===== src/rtl/booth_radix4_multiplier.sv =====
// booth_radix4_multiplier
// Sequential radix-4 Booth multiplier. Retires two multiplier bits per cycle
// into a 2*WIDTH+4 bit accumulator; the same N = WIDTH/2+1 iterations cover
// both signed and unsigned operands because both are widened by two bits first.
//
// Ports:
//   Clk          system clock, rising edge
//   Reset        asynchronous active-low reset
//   Start        request a multiply (accepted in IDLE or DONE only)
//   Signed_Mode  1 = two's-complement operands, 0 = unsigned (sampled with Start)
//   A, B         multiplicand / multiplier (sampled on the accepting edge)
//   Busy         high while an operation is in progress
//   Done         one-cycle pulse when Out has just been updated
//   Out          2*WIDTH product, held until the next completion
module booth_radix4_multiplier #(
    parameter int unsigned WIDTH = 32
) (
    input  logic                 Clk,
    input  logic                 Reset,
    input  logic                 Start,
    input  logic                 Signed_Mode,
    input  logic [WIDTH-1:0]     A,
    input  logic [WIDTH-1:0]     B,
    output logic                 Busy,
    output logic                 Done,
    output logic [2*WIDTH-1:0]   Out
);

    localparam int unsigned N     = WIDTH / 2 + 1;
    localparam int unsigned EXT_W = WIDTH + 2;
    localparam int unsigned ACC_W = 2 * WIDTH + 4;
    localparam int unsigned BSH_W = EXT_W + 1;
    localparam int unsigned CNT_W = $clog2(N);
    localparam logic [CNT_W-1:0] LAST_CNT = CNT_W'(N - 1);

    typedef enum logic [1:0] {
        S_IDLE = 2'd0,
        S_RUN  = 2'd1,
        S_DONE = 2'd2
    } state_t;

    state_t              r_state;
    logic [ACC_W-1:0]    r_acc;
    logic [ACC_W-1:0]    r_a_sh;   // multiplicand pre-shifted by 2i for iteration i
    logic [BSH_W-1:0]    r_b_sh;   // {B_ext, b[-1]} shifted right 2 per iteration
    logic [CNT_W-1:0]    r_cnt;

    logic [EXT_W-1:0]    w_a_ext;
    logic [EXT_W-1:0]    w_b_ext;
    logic [ACC_W-1:0]    w_a_init;
    logic [2:0]          w_triplet;
    logic [ACC_W-1:0]    w_pp;
    logic [ACC_W-1:0]    w_acc_next;

    // Two-bit widening makes unsigned operands look like positive signed values
    assign w_a_ext  = Signed_Mode ? {{2{A[WIDTH-1]}}, A} : {2'b00, A};
    assign w_b_ext  = Signed_Mode ? {{2{B[WIDTH-1]}}, B} : {2'b00, B};
    assign w_a_init = {{(ACC_W-EXT_W){w_a_ext[EXT_W-1]}}, w_a_ext};

    assign w_triplet = r_b_sh[2:0];

    // Booth digit selection: 0, +1, +1, +2, -2, -1, -1, 0
    always_comb begin
        w_pp = '0;
        case (w_triplet)
            3'b001, 3'b010: w_pp = r_a_sh;
            3'b011:         w_pp = r_a_sh << 1;
            3'b100:         w_pp = ~(r_a_sh << 1) + ACC_W'(1);
            3'b101, 3'b110: w_pp = ~r_a_sh + ACC_W'(1);
            default:        w_pp = '0;
        endcase
    end

    assign w_acc_next = r_acc + w_pp;

    // Control FSM and datapath registers
    always_ff @(posedge Clk or negedge Reset) begin
        if (!Reset) begin
            r_state <= S_IDLE;
            r_acc   <= '0;
            r_a_sh  <= '0;
            r_b_sh  <= '0;
            r_cnt   <= '0;
            Busy    <= 1'b0;
            Done    <= 1'b0;
            Out     <= '0;
        end else begin
            Done <= 1'b0;
            case (r_state)
                S_IDLE, S_DONE: begin
                    if (Start) begin
                        r_state <= S_RUN;
                        Busy    <= 1'b1;
                        r_a_sh  <= w_a_init;
                        r_b_sh  <= {w_b_ext, 1'b0};
                        r_acc   <= '0;
                        r_cnt   <= '0;
                    end else begin
                        r_state <= S_IDLE;
                        Busy    <= 1'b0;
                    end
                end
                S_RUN: begin
                    r_acc  <= w_acc_next;
                    r_a_sh <= r_a_sh << 2;
                    r_b_sh <= r_b_sh >> 2;
                    if (r_cnt == LAST_CNT) begin
                        r_state <= S_DONE;
                        Busy    <= 1'b0;
                        Done    <= 1'b1;
                        Out     <= w_acc_next[2*WIDTH-1:0];
                    end else begin
                        r_cnt <= r_cnt + CNT_W'(1);
                    end
                end
                default: begin
                    r_state <= S_IDLE;
                    Busy    <= 1'b0;
                end
            endcase
        end
    end

endmodule

===== config.mk =====
export PLATFORM = sky130hd
export DESIGN_NAME = booth_radix4_multiplier
export DESIGN_NICKNAME = d
export VERILOG_FILES = /design/src/rtl/booth_radix4_multiplier.sv
export SDC_FILE = /design/constraint.sdc
export NUM_CORES = 1
export LEC_CHECK = 0
export BUFFER_PORTS_ARGS = -buffer_cell sky130_fd_sc_hd__buf_2
export CAP_MARGIN = 5
export CORE_MARGIN = 2
export CORE_UTILIZATION = 31
export CTS_CLUSTER_DIAMETER = 120
export DETAILED_ROUTE_END_ITERATION = 16
export PLACE_DENSITY = 0.54
export SLEW_MARGIN = 20
export SYNTH_ARGS = -nofsm -noshare
export SYNTH_HDL_FRONTEND = slang
export SYNTH_SLANG_ARGS = --single-unit

===== constraint.sdc =====
create_clock -name Clk -period 15.6 [get_ports Clk]
set_input_delay 0.78 -clock Clk [delete_from_list [all_inputs] [get_ports Clk]]
set_output_delay 0.78 -clock Clk [all_outputs]
set_load 0.1 [all_outputs]

==> impl_metrics.py, run 1 <==
metrics = {
    "worst_setup_path": {
        "max_stage_delay_ps": 640,
        "r2r_start": "r_a_sh[1]",
        "path_class": "flop to flop",
        "cp_max_fo": 9,
        "crit_chain": "inv_1 -> ha_1 -> or3b_2 -> nor2_1 -> nand3_2 -> or4b_1 -> nor3_1 -> nand2b_1 -> xnor2_1 -> a22oi_1 -> o21ai_0 -> ha_1 -> a21oi_1 -> o221ai_1 -> a221oi_1 -> or4b_1 -> o21ai_1 -> a21oi_1 -> a21oi_2 -> xnor2_1 -> mux2_2",
        "reg2reg_slack_ps": 8990,
        "cpMaxStageDelayCell": "or4b_1",
        "worstReg2RegEnd": "Out[53]",
        "worst_setup_path_start_kind": "flop",
        "endpoint_kind": "flop",
        "worstRegToRegCells": 21,
        "cp_data_arrival_time_ps": 7060,
        "critPathBufInv": 1,
        "critical_path.top_delay_family": "simple AND/OR/NAND/NOR gates",
        "required_ps": 16050,
    },
    "die": {
        "die_y_um": 238,
        "initial_utilization_pct": 31.5,
        "dieWidth_um": 238,
        "num_rows": 85,
        "coreArea_mm2": 0.0539,
        "dieArea_mm2": 0.0566,
        "io_pins": 134,
    },
    "sta": {
        "tightest_slew_ps": 1060,
        "setup_slack_ps": 8990,
        "min_period_ps": 6610,
        "finalClockSkew_ps": 29.3,
        "setup_viol_count_final": 0,
        "fmax_ghz": 0.151,
        "drv_slew": 0,
        "fin_tns_setup_ps": 0,
        "period_share_pct": 42.4,
        "rsz0062_at_grt": "false",
        "hold_viol": 0,
        "relSlewSlack_pct": 29.4,
    },
    "clock_tree": {
        "insertion_delay_ps": 590,
        "clk_pin_slew_worst_paths_ps": 60,
        "htreeDepth": 1,
        "clockBufferDepth": 3,
        "cts_num_sinks": 234,
        "root_buffer": "clkbuf_16",
        "cts_resized": 0,
        "numCtsBuffers": 29,
        "hold_buffers": 0,
        "cts_tree": "done",
        "postCtsSetupBuffers": 0,
    },
    "global_route": {
        "grt_usage_pct": 19.4,
        "grt_pass1_vias": 15648,
        "grt_overflow": 0,
        "grt_pass1_wl_um": 88800,
        "grt_max_degree": 101,
        "antenna_found_initial": 5,
    },
    "synthesis": {
        "netlist_instances": 2111,
        "synth_top_area_share_pct": 34.5,
        "synth_edf_count": 0,
        "ys_async_sr_fraction_pct": 100,
        "yosysTopAreaCell": "dfrtp_1",
        "netlist_area_mm2": 0.0170,
        "synth_top_cells_by_count": "nand2_1, dfrtp_1, nor2_1, clkbuf_1, a21oi_1",
        "synth.most_common_cell": "nand2_1",
        "synthFlopType": "dfrtp_1",
        "syn_avg_cell_area_um2": 8.04,
        "ys_seq_elements": 234,
        "ys_types": 80,
        "synth_nets": 2246,
        "synth.yosys.seq_area_share_pct": 34.5,
        "synth_area_leaders": "dfrtp_1, nand2_1, ha_1, xnor2_1, nor2_1",
        "yosys_warnings": 0,
    },
    "drt": {
        "vias": 15934,
        "drc_errors": 0,
        "wl_per_cell_um": 19.7,
        "postRouteAntennaNets": 0,
        "totalWireLength_um": 55600,
        "dr.first_iter.drc_count": 1276,
        "viasPerCell": 5.65,
        "dr.pass1.iters": 5,
    },
    "placement": {
        "dp_hpwl_um": 38900,
        "place.gp.congestion": 0.882,
        "pre_cts_ws_ps": 9120,
        "io_buffer_count": 133,
    },
    "finish": {
        "nets": 2235,
        "final_util_pct": 35.2,
        "drive_above_1_share_pct": 12.3,
        "multi_input_area_mm2": 0.0103,
        "fillCellCount": 5604,
        "synthToLayoutAreaGrowth_pct": 11.8,
        "seq_area_mm2": 0.00586,
    },
    "run_status": {
        "outcome": "finished clean",
    },
    "job": {
        "maxCapViolCount": 0,
    },
    "hold_path": {
        "hold_path.class": "input pin to async pin",
    },
}
metrics by stage:
step	hold WS (ps)	area, um2	std cells
2_1_floorplan	450	17000	2111
3_3_place_gp	455	18000	2765
3_5_place_dp	459	18000	2765
4_1_cts	304	19000	2819
5_1_grt	336	19000	2820
6_report	275	19000	2821
layout by cell type, fill, tap and decap left out, drive strengths merged, types with 15 or more instances in the layout:
cell | synthesis | final
clkbuf | 161 | 37
a31oi | 75 | 75
ha | 66 | 66
or3 | 26 | 26
nand3 | 35 | 35
inv | 21 | 23
mux2i | 15 | 15
o21ai | 107 | 107
a22o | 54 | 54
o21bai | 20 | 20
o31ai | 15 | 15
mux2 | 24 | 24
xnor2 | 83 | 83
nor2 | 174 | 174
a221o | 36 | 36
or4 | 16 | 16
a21o | 38 | 38
nand4 | 27 | 27
nand2 | 415 | 415
nor3 | 32 | 32
dfrtp | 234 | 234
a221oi | 24 | 24
buf | 34 | 153
nand2b | 17 | 17
a211oi | 15 | 15
a21oi | 114 | 114
a22oi | 29 | 29
xor2 | 53 | 53
state kept, by name, summed over array words and instances, names as in the netlist:
| register | flops |
|---|---|
| r_a_sh | 64 |
| Done | 1 |
| r_acc | 64 |
| r_state | 2 |
| Out | 64 |
| r_b_sh | 34 |
| r_cnt | 5 |
layout make-up:
| cell class | instances | share of cell area [%] |
|---|---|---|
| Multi-Input combinational cell | 1660 | 54.4 |
| Antenna cell | 2 | 0.0264 |
| Sequential cell | 234 | 30.9 |
| Timing Repair Buffer | 153 | 4.35 |
| Inverter | 22 | 0.435 |
| Tap cell | 696 | 4.59 |
| Clock inverter | 17 | 1.09 |
| Clock buffer | 37 | 4.20 |
logic make-up (layout without fill, tap and decap cells):
| logic type | count (synthesis) | after routing | synth area share (%) |
|---|---|---|---|
| other | 0 | 2 | 0 |
| adders and majority gates | 67 | 67 | 4.99 |
| and+or+nand+nor | 811 | 811 | 21.6 |
| buffers and inverters | 217 | 229 | 4.90 |
| xor gates and xnor gates | 136 | 136 | 7.02 |
| AOI/OAI and AO/OA | 607 | 607 | 24.5 |
| DFF | 234 | 234 | 34.5 |
| muxes | 39 | 39 | 2.48 |
worst max path at each step:
stage,depth (start not counted),from,endpoint,slack (ps)
2_1_floorplan,20,r_a_sh[1],r_acc[58],10180
3_3_place_gp,21,r_a_sh[1],Out[53],9320
3_5_place_dp,21,r_a_sh[1],Out[53],9120
4_1_cts,21,r_a_sh[1],Out[53],9090
5_1_grt,21,r_a_sh[1],Out[53],8590
6_report,21,r_a_sh[1],Out[53],8990
routing by layer:
layer	up-vias	GRT usage [%]	share of wire, %
li1	7610	-	-
met1	7751	27.6	48
met2	481	31.0	44
met3	86	2.76	5.6
met4	6	4.97	2.2
met5	-	0	0.074
worst reg2reg max path, stage by stage, from the launching register on:
cell and delay [ps]:
dfrtp_1 440, inv_1 90, ha_1 190, or3b_2 570, nor2_1 320, nand3_2 210
or4b_1 640, nor3_1 210, nand2b_1 150, xnor2_1 150, a22oi_1 110, o21ai_0 310
ha_1 370, a21oi_1 280, o221ai_1 200, a221oi_1 350, or4b_1 480, o21ai_1 310
a21oi_1 220, a21oi_2 460, xnor2_1 150, mux2_2 280
Power of run 1 is not shown: default switching activity piles up to over one toggle a cycle in this logic, so the estimate is an artifact.
==> run 2, diff against run 1 <==
Settings changed: ABC_AREA from default to 1.
Clock period 15.6 ns to 6.85 ns, I/O delays scaled along.
==> run 2 against run 1 <==
  * Synthesized cell count grew 14%
  * Maximum frequency is 42% higher
  * Flip-flop and latch count stayed put
  * Largest cell class unchanged
==> impl_metrics.py, run 2 <==
metrics = {
    "run_status": {
        "outcome": "finished clean",
    },
    "drt": {
        "viasPerCell": 5.37,
        "dr.first_iter.drc_count": 1390,
        "dr.pass1.iters": 7,
        "totalWireLength_um": 66000,
        "vias": 17302,
        "wl_per_cell_um": 20.5,
        "drc_errors": 0,
        "postRouteAntennaNets": 0,
    },
    "synthesis": {
        "syn_avg_cell_area_um2": 7.03,
        "synth_area_leaders": "dfrtp_1, nand2_1, inv_1, nor2_1, nand3_1",
        "ys_types": 49,
        "yosysTopAreaCell": "dfrtp_1",
        "synth.yosys.seq_area_share_pct": 34.6,
        "ys_async_sr_fraction_pct": 100,
        "synth_edf_count": 0,
        "synthFlopType": "dfrtp_1",
        "synth_mux_area_share_pct": 0,
        "synth_top_family_by_area": "simple AND/OR/NAND/NOR gates",
        "synth_fa_ha_area_share_pct": 5.00,
        "synth_nets": 2541,
        "synth_top_area_share_pct": 34.6,
        "netlist_area_mm2": 0.0169,
        "netlist_instances": 2406,
        "synth_top_cells_by_count": "nand2_1, inv_1, nor2_1, dfrtp_1, nand3_1",
        "ys_seq_elements": 234,
        "synth_compound_area_share_pct": 16.4,
        "yosys_warnings": 0,
        "yosys.area_share.simple_pct": 32.3,
        "synth.most_common_cell": "nand2_1",
        "synth-xor-area-share_pct": 3.73,
    },
    "finish": {
        "final_util_pct": 35.8,
        "drive_above_1_share_pct": 10.3,
        "fin_cells": 3220,
        "layout_commonest_cell": "nand2_1",
        "top_regs": "Out: 64 flops, r_a_sh: 64 flops, r_acc: 64 flops",
        "synthToLayoutAreaGrowth_pct": 14.0,
        "nets": 2637,
        "layout_common_cells": "nand2_1, inv_1, nor2_1",
        "antenna_cells": 0,
    },
    "clock_tree": {
        "insertion_delay_ps": 600,
        "numCtsBuffers": 30,
        "cts_num_sinks": 234,
        "postCtsSetupBuffers": 0,
        "htreeDepth": 1,
        "root_buffer": "clkbuf_16",
        "cts_tree": "done",
        "clk_pin_slew_worst_paths_ps": 60,
        "clockBufferDepth": 3,
    },
    "placement": {
        "pre_cts_ws_ps": 2320,
        "place_inst": 3161,
        "dp_hpwl_um": 50500,
        "place.gp.congestion": 1.00,
        "io_buffer_count": 133,
    },
    "worst_setup_path": {
        "critical_path.top_delay_family": "simple AND/OR/NAND/NOR gates",
        "worst_setup_path_start_kind": "flop",
        "path_class": "flop to flop",
        "cpMaxStageDelayCell": "dfrtp_1",
        "critPathBufInv": 0,
        "max_stage_delay_ps": 460,
        "crit_chain": "nor2_1 -> nand3_1 -> nor2_1 -> nand2_1 -> nor3_1 -> nand2_1 -> nand3_1 -> o21ai_0 -> a21oi_1 -> o21ai_0 -> ha_1 -> a21oi_1 -> o21ai_0 -> a21oi_1 -> o21ai_0 -> a21oi_1 -> nand3b_1 -> nand3_1 -> nand2_1",
        "endpoint_kind": "flop",
        "required_ps": 7330,
        "crit_path_start": "r_a_sh[33]",
        "cp_max_fo": 5,
        "cp_data_arrival_time_ps": 5130,
        "r2r_start": "r_a_sh[33]",
    },
    "sta": {
        "relSlewSlack_pct": 36.9,
        "period_share_pct": 67.9,
        "setup_viol_count_final": 0,
        "rsz0062_at_grt": "false",
        "fmax_ghz": 0.215,
        "min_period_ps": 4650,
        "setup_slack_ps": 2200,
        "fin_tns_setup_ps": 0,
        "drv_slew": 0,
        "tightest_slew_ps": 947,
        "finalClockSkew_ps": 11.7,
        "hold_viol": 0,
    },
    "global_route": {
        "grt_overflow": 0,
        "grt_usage_pct": 23.2,
        "grt_pass1_wl_um": 101000,
        "grt_max_degree": 159,
        "grt_pass1_vias": 16821,
        "antenna_found_initial": 2,
    },
    "die": {
        "initial_utilization_pct": 31.4,
        "coreArea_mm2": 0.0539,
        "io_pins": 134,
        "dieArea_mm2": 0.0564,
        "num_rows": 85,
        "dieWidth_um": 238,
        "die_y_um": 238,
    },
    "hold_path": {
        "min_from": "B[31]",
        "hold_path.class": "input pin to flop",
    },
    "job": {
        "maxCapViolCount": 0,
    },
}
-- run 2: changes by cell type after synthesis, moves of 37 or more --
cell,before,now
inv_1,21,252
nand2_1,415,627
nand3_1,33,179
clkbuf_1,161,73
a31oi_1,75,2
nor2_1,174,244
xnor2_1,83,26
a22o_1,54,0
nor3_1,30,79
a221oi_1,23,60
-- run 2: logic make-up (layout without fill, tap and decap cells) --
group                      count (synthesis)  count (layout)
AOI/OAI and AO/OA                        434             434
xor gates and xnor gates                  72              72
adders and majority gates                 67              67
buffers and inverters                    355             473
DFF                                      234             234
and+or+nand+nor                         1244            1244
-- run 2: metal layers --
layer	part of all wire [%]	global-route usage, %	vias to the layer above
li1	-	-	8344
met1	46	32.9	8189
met2	43	35.4	627
met3	5.7	2.89	140
met4	4.9	10.1	2
met5	0.020	0	-
-- run 2: area by class of cell --
class	instances	area (um2)
Fill cell	5798	34600
Multi-Input combinational cell	1817	9750
Sequential cell	234	5860
Inverter	266	1000
Tap cell	696	871
Timing Repair Buffer	153	863
Clock buffer	41	832
Clock inverter	13	111
-- run 2: tightest hold or removal path: stages --
cell and delay (ps):
buf_2 100, nand2_1 60, o211ai_1 80
-- run 2: timing repair --
item / in CTS / in global routing
resized for setup: 0 / 0
hold buffers: 5 / 0
endpoints found under the hold margin: 104 / 0
-- run 2: final timing paths --
path                              endpoint  cells past startpoint  slack (ps)
worst max-delay path               Out[53]                     19        2200
worst min-delay path            r_b_sh[32]                      3          30
worst max register to register     Out[53]                     19        2200
worst min register to register     Out[41]                      2         470
max in group asynchronous          Out[49]                      3        5120
min in group asynchronous       r_a_sh[60]                      2         360
-- run 2: stage by stage --
step,cell area (um2),hold slack (ps)
global placement,18300,454
finish,19300,33.0
global route,19300,21.2
floorplan,16900,46.9
CTS,19300,10.4
detailed placement,18300,460
Power of run 2 is left out for the same reason.
==> run 3, diff against run 2 <==
Settings changed: PLACE_DENSITY 0.54 to 0.55.
Clock period 6.85 ns to 3.8 ns, I/O delays scaled along.
==> run 3 against run 2 <==
  * The run now ends with setup timing left
  * First-iteration DRC count grew 2.4%
  * Register-to-register slack lost 2200 ps
  * Global-route usage grew 1.5 points
  * Sequential share of layout area shrank 7.8 points
  * Critical path depth grew 6
  * Die area is the same
  * Wire length grew 9.1%
  * Via count grew 11%
==> impl_metrics.py, run 3 (synthesis gave the netlist of run 2 again) <==
metrics = {
    "job": {
        "maxCapViolCount": 0,
    },
    "clock_tree": {
        "cts_num_sinks": 234,
        "clockBufferDepth": 3,
        "cts_tree": "done",
        "numCtsBuffers": 30,
        "insertion_delay_ps": 600,
        "root_buffer": "clkbuf_16",
        "clk_pin_slew_worst_paths_ps": 60,
        "htreeDepth": 1,
    },
    "drt": {
        "wl_per_cell_um": 19.5,
        "totalWireLength_um": 72000,
        "drc_errors": 0,
        "vias": 19279,
        "dr.pass1.iters": 6,
        "dr.first_iter.drc_count": 1424,
        "viasPerCell": 5.21,
        "postRouteAntennaNets": 0,
    },
    "worst_setup_path": {
        "worst_setup_path_start_kind": "flop",
        "endpoint_kind": "flop",
        "critical_path.top_delay_family": "simple AND/OR/NAND/NOR gates",
        "reg2reg_slack_ps": -2,
        "cpMaxStageDelayCell": "dfrtp_1",
        "required_ps": 4280,
        "cp_max_fo": 4,
        "critPathBufInv": 6,
        "cp_data_arrival_time_ps": 4280,
        "path_class": "flop to flop",
        "max_stage_delay_ps": 390,
        "path_common_cell": "nand2_1",
    },
    "finish": {
        "multi_input_area_mm2": 0.0124,
        "antenna_cells": 0,
        "nets": 3118,
        "top_regs": "Out: 64 flops, r_a_sh: 64 flops, r_acc: 64 flops",
        "synthToLayoutAreaGrowth_pct": 53.3,
        "layout_common_cells": "nand2_1, buf_4, dfrtp_1",
        "fillCellCount": 5254,
        "fin_cells": 3700,
        "drive_above_1_share_pct": 39.4,
        "layout_commonest_cell": "nand2_1",
        "seq_area_mm2": 0.00586,
    },
    "sta": {
        "rsz0062_at_grt": "true",
        "tightest_slew_ps": 931,
        "hold_viol": 0,
        "setup_viol_count_final": 1,
        "min_period_ps": 3800,
        "finalClockSkew_ps": 18.5,
        "fmax_ghz": 0.263,
        "period_share_pct": 100,
        "drv_slew": 0,
        "fin_hold_ws_ps": 9.80,
        "setup_slack_ps": -2.35,
        "relSlewSlack_pct": 37.9,
    },
    "die": {
        "dieArea_mm2": 0.0564,
        "coreArea_mm2": 0.0539,
        "die_y_um": 238,
        "initial_utilization_pct": 31.4,
        "io_pins": 134,
        "dieWidth_um": 238,
        "num_rows": 85,
    },
    "placement": {
        "place_inst": 3528,
        "dp_hpwl_um": 54600,
        "pre_cts_ws_ps": -793,
        "place.gp.congestion": 0.973,
        "io_buffer_count": 133,
    },
    "hold_path": {
        "hold_path.class": "input pin to flop",
    },
    "run_status": {
        "outcome": "complete, but fails checks",
        "violations": "setup timing",
    },
    "global_route": {
        "grt_pass1_vias": 18953,
        "grt_overflow": 0,
        "grt_max_degree": 113,
        "grt_pass1_wl_um": 108000,
        "antenna_found_initial": 0,
        "grt_usage_pct": 24.7,
    },
}
run 3: cell count changes in the layout (fill, tap and decap cells not counted), sizes merged:
cell	before	now
dlygate4sd3	5	59
buf	148	575
clkinvlp	1	2
clkbuf	41	40
bufinv	1	4
clkinv	12	8
run 3: metal layers:
metal / GRT usage (%) / wire length [um]
met1: 33.6 / 32000
met2: 40.2 / 33100
met3: 2.98 / 3820
met4: 9.59 / 3130
met5: 0 / 0
run 3: worst paths after layout:
| kind | to | startpoint | cells past startpoint |
|---|---|---|---|
| setup / recovery | Out[50] | r_a_sh[38] | 25 |
| hold / removal | r_a_sh[6] | A[6] | 3 |
| setup reg to reg | Out[50] | r_a_sh[38] | 25 |
| hold reg to reg | r_cnt[4] | r_cnt[4] | 1 |
| max in group asynchronous | Out[21] | Reset | 3 |
| min in group asynchronous | r_a_sh[58] | Reset | 2 |
run 3: layout make-up:
cell class | instances | share of cell area [%]
Clock inverter | 13 | 0.729
Sequential cell | 234 | 22.6
Multi-Input combinational cell | 1817 | 47.9
Clock buffer | 40 | 3.16
Tap cell | 696 | 3.36
Inverter | 266 | 3.95
Timing Repair Buffer | 634 | 18.3
run 3: stage by stage:
stage	TNS, ps	utilization, %	cell area (um2)
6_report	-2.35	48.1	25900
5_1_grt	-3840	48.1	25900
4_1_cts	-156	43.5	23500
3_5_place_dp	-16800	39.1	21100
3_3_place_gp	-21220	39.1	21100
2_1_floorplan	0	-	16900
run 3: worst register-to-register path: cells and delay by family, from the launching register on:
family	cells	cell delay, ps
adder cells (fa/ha/maj)	1	390
buffers and inverters	6	650
flip-flops	1	390
AND/OR/NAND/NOR	18	2250
run 3: timing repair:
item / in CTS / in global routing
resized for setup: 152 / 571
pin swaps: 51 / 183
setup endpoints to repair: 67 / 98
cloned: 0 / 0
setup buffers: 25 / 38
hold buffers: 59 / 0
endpoints found under the hold margin: 116 / 0
Power of run 3 is left out for the same reason.
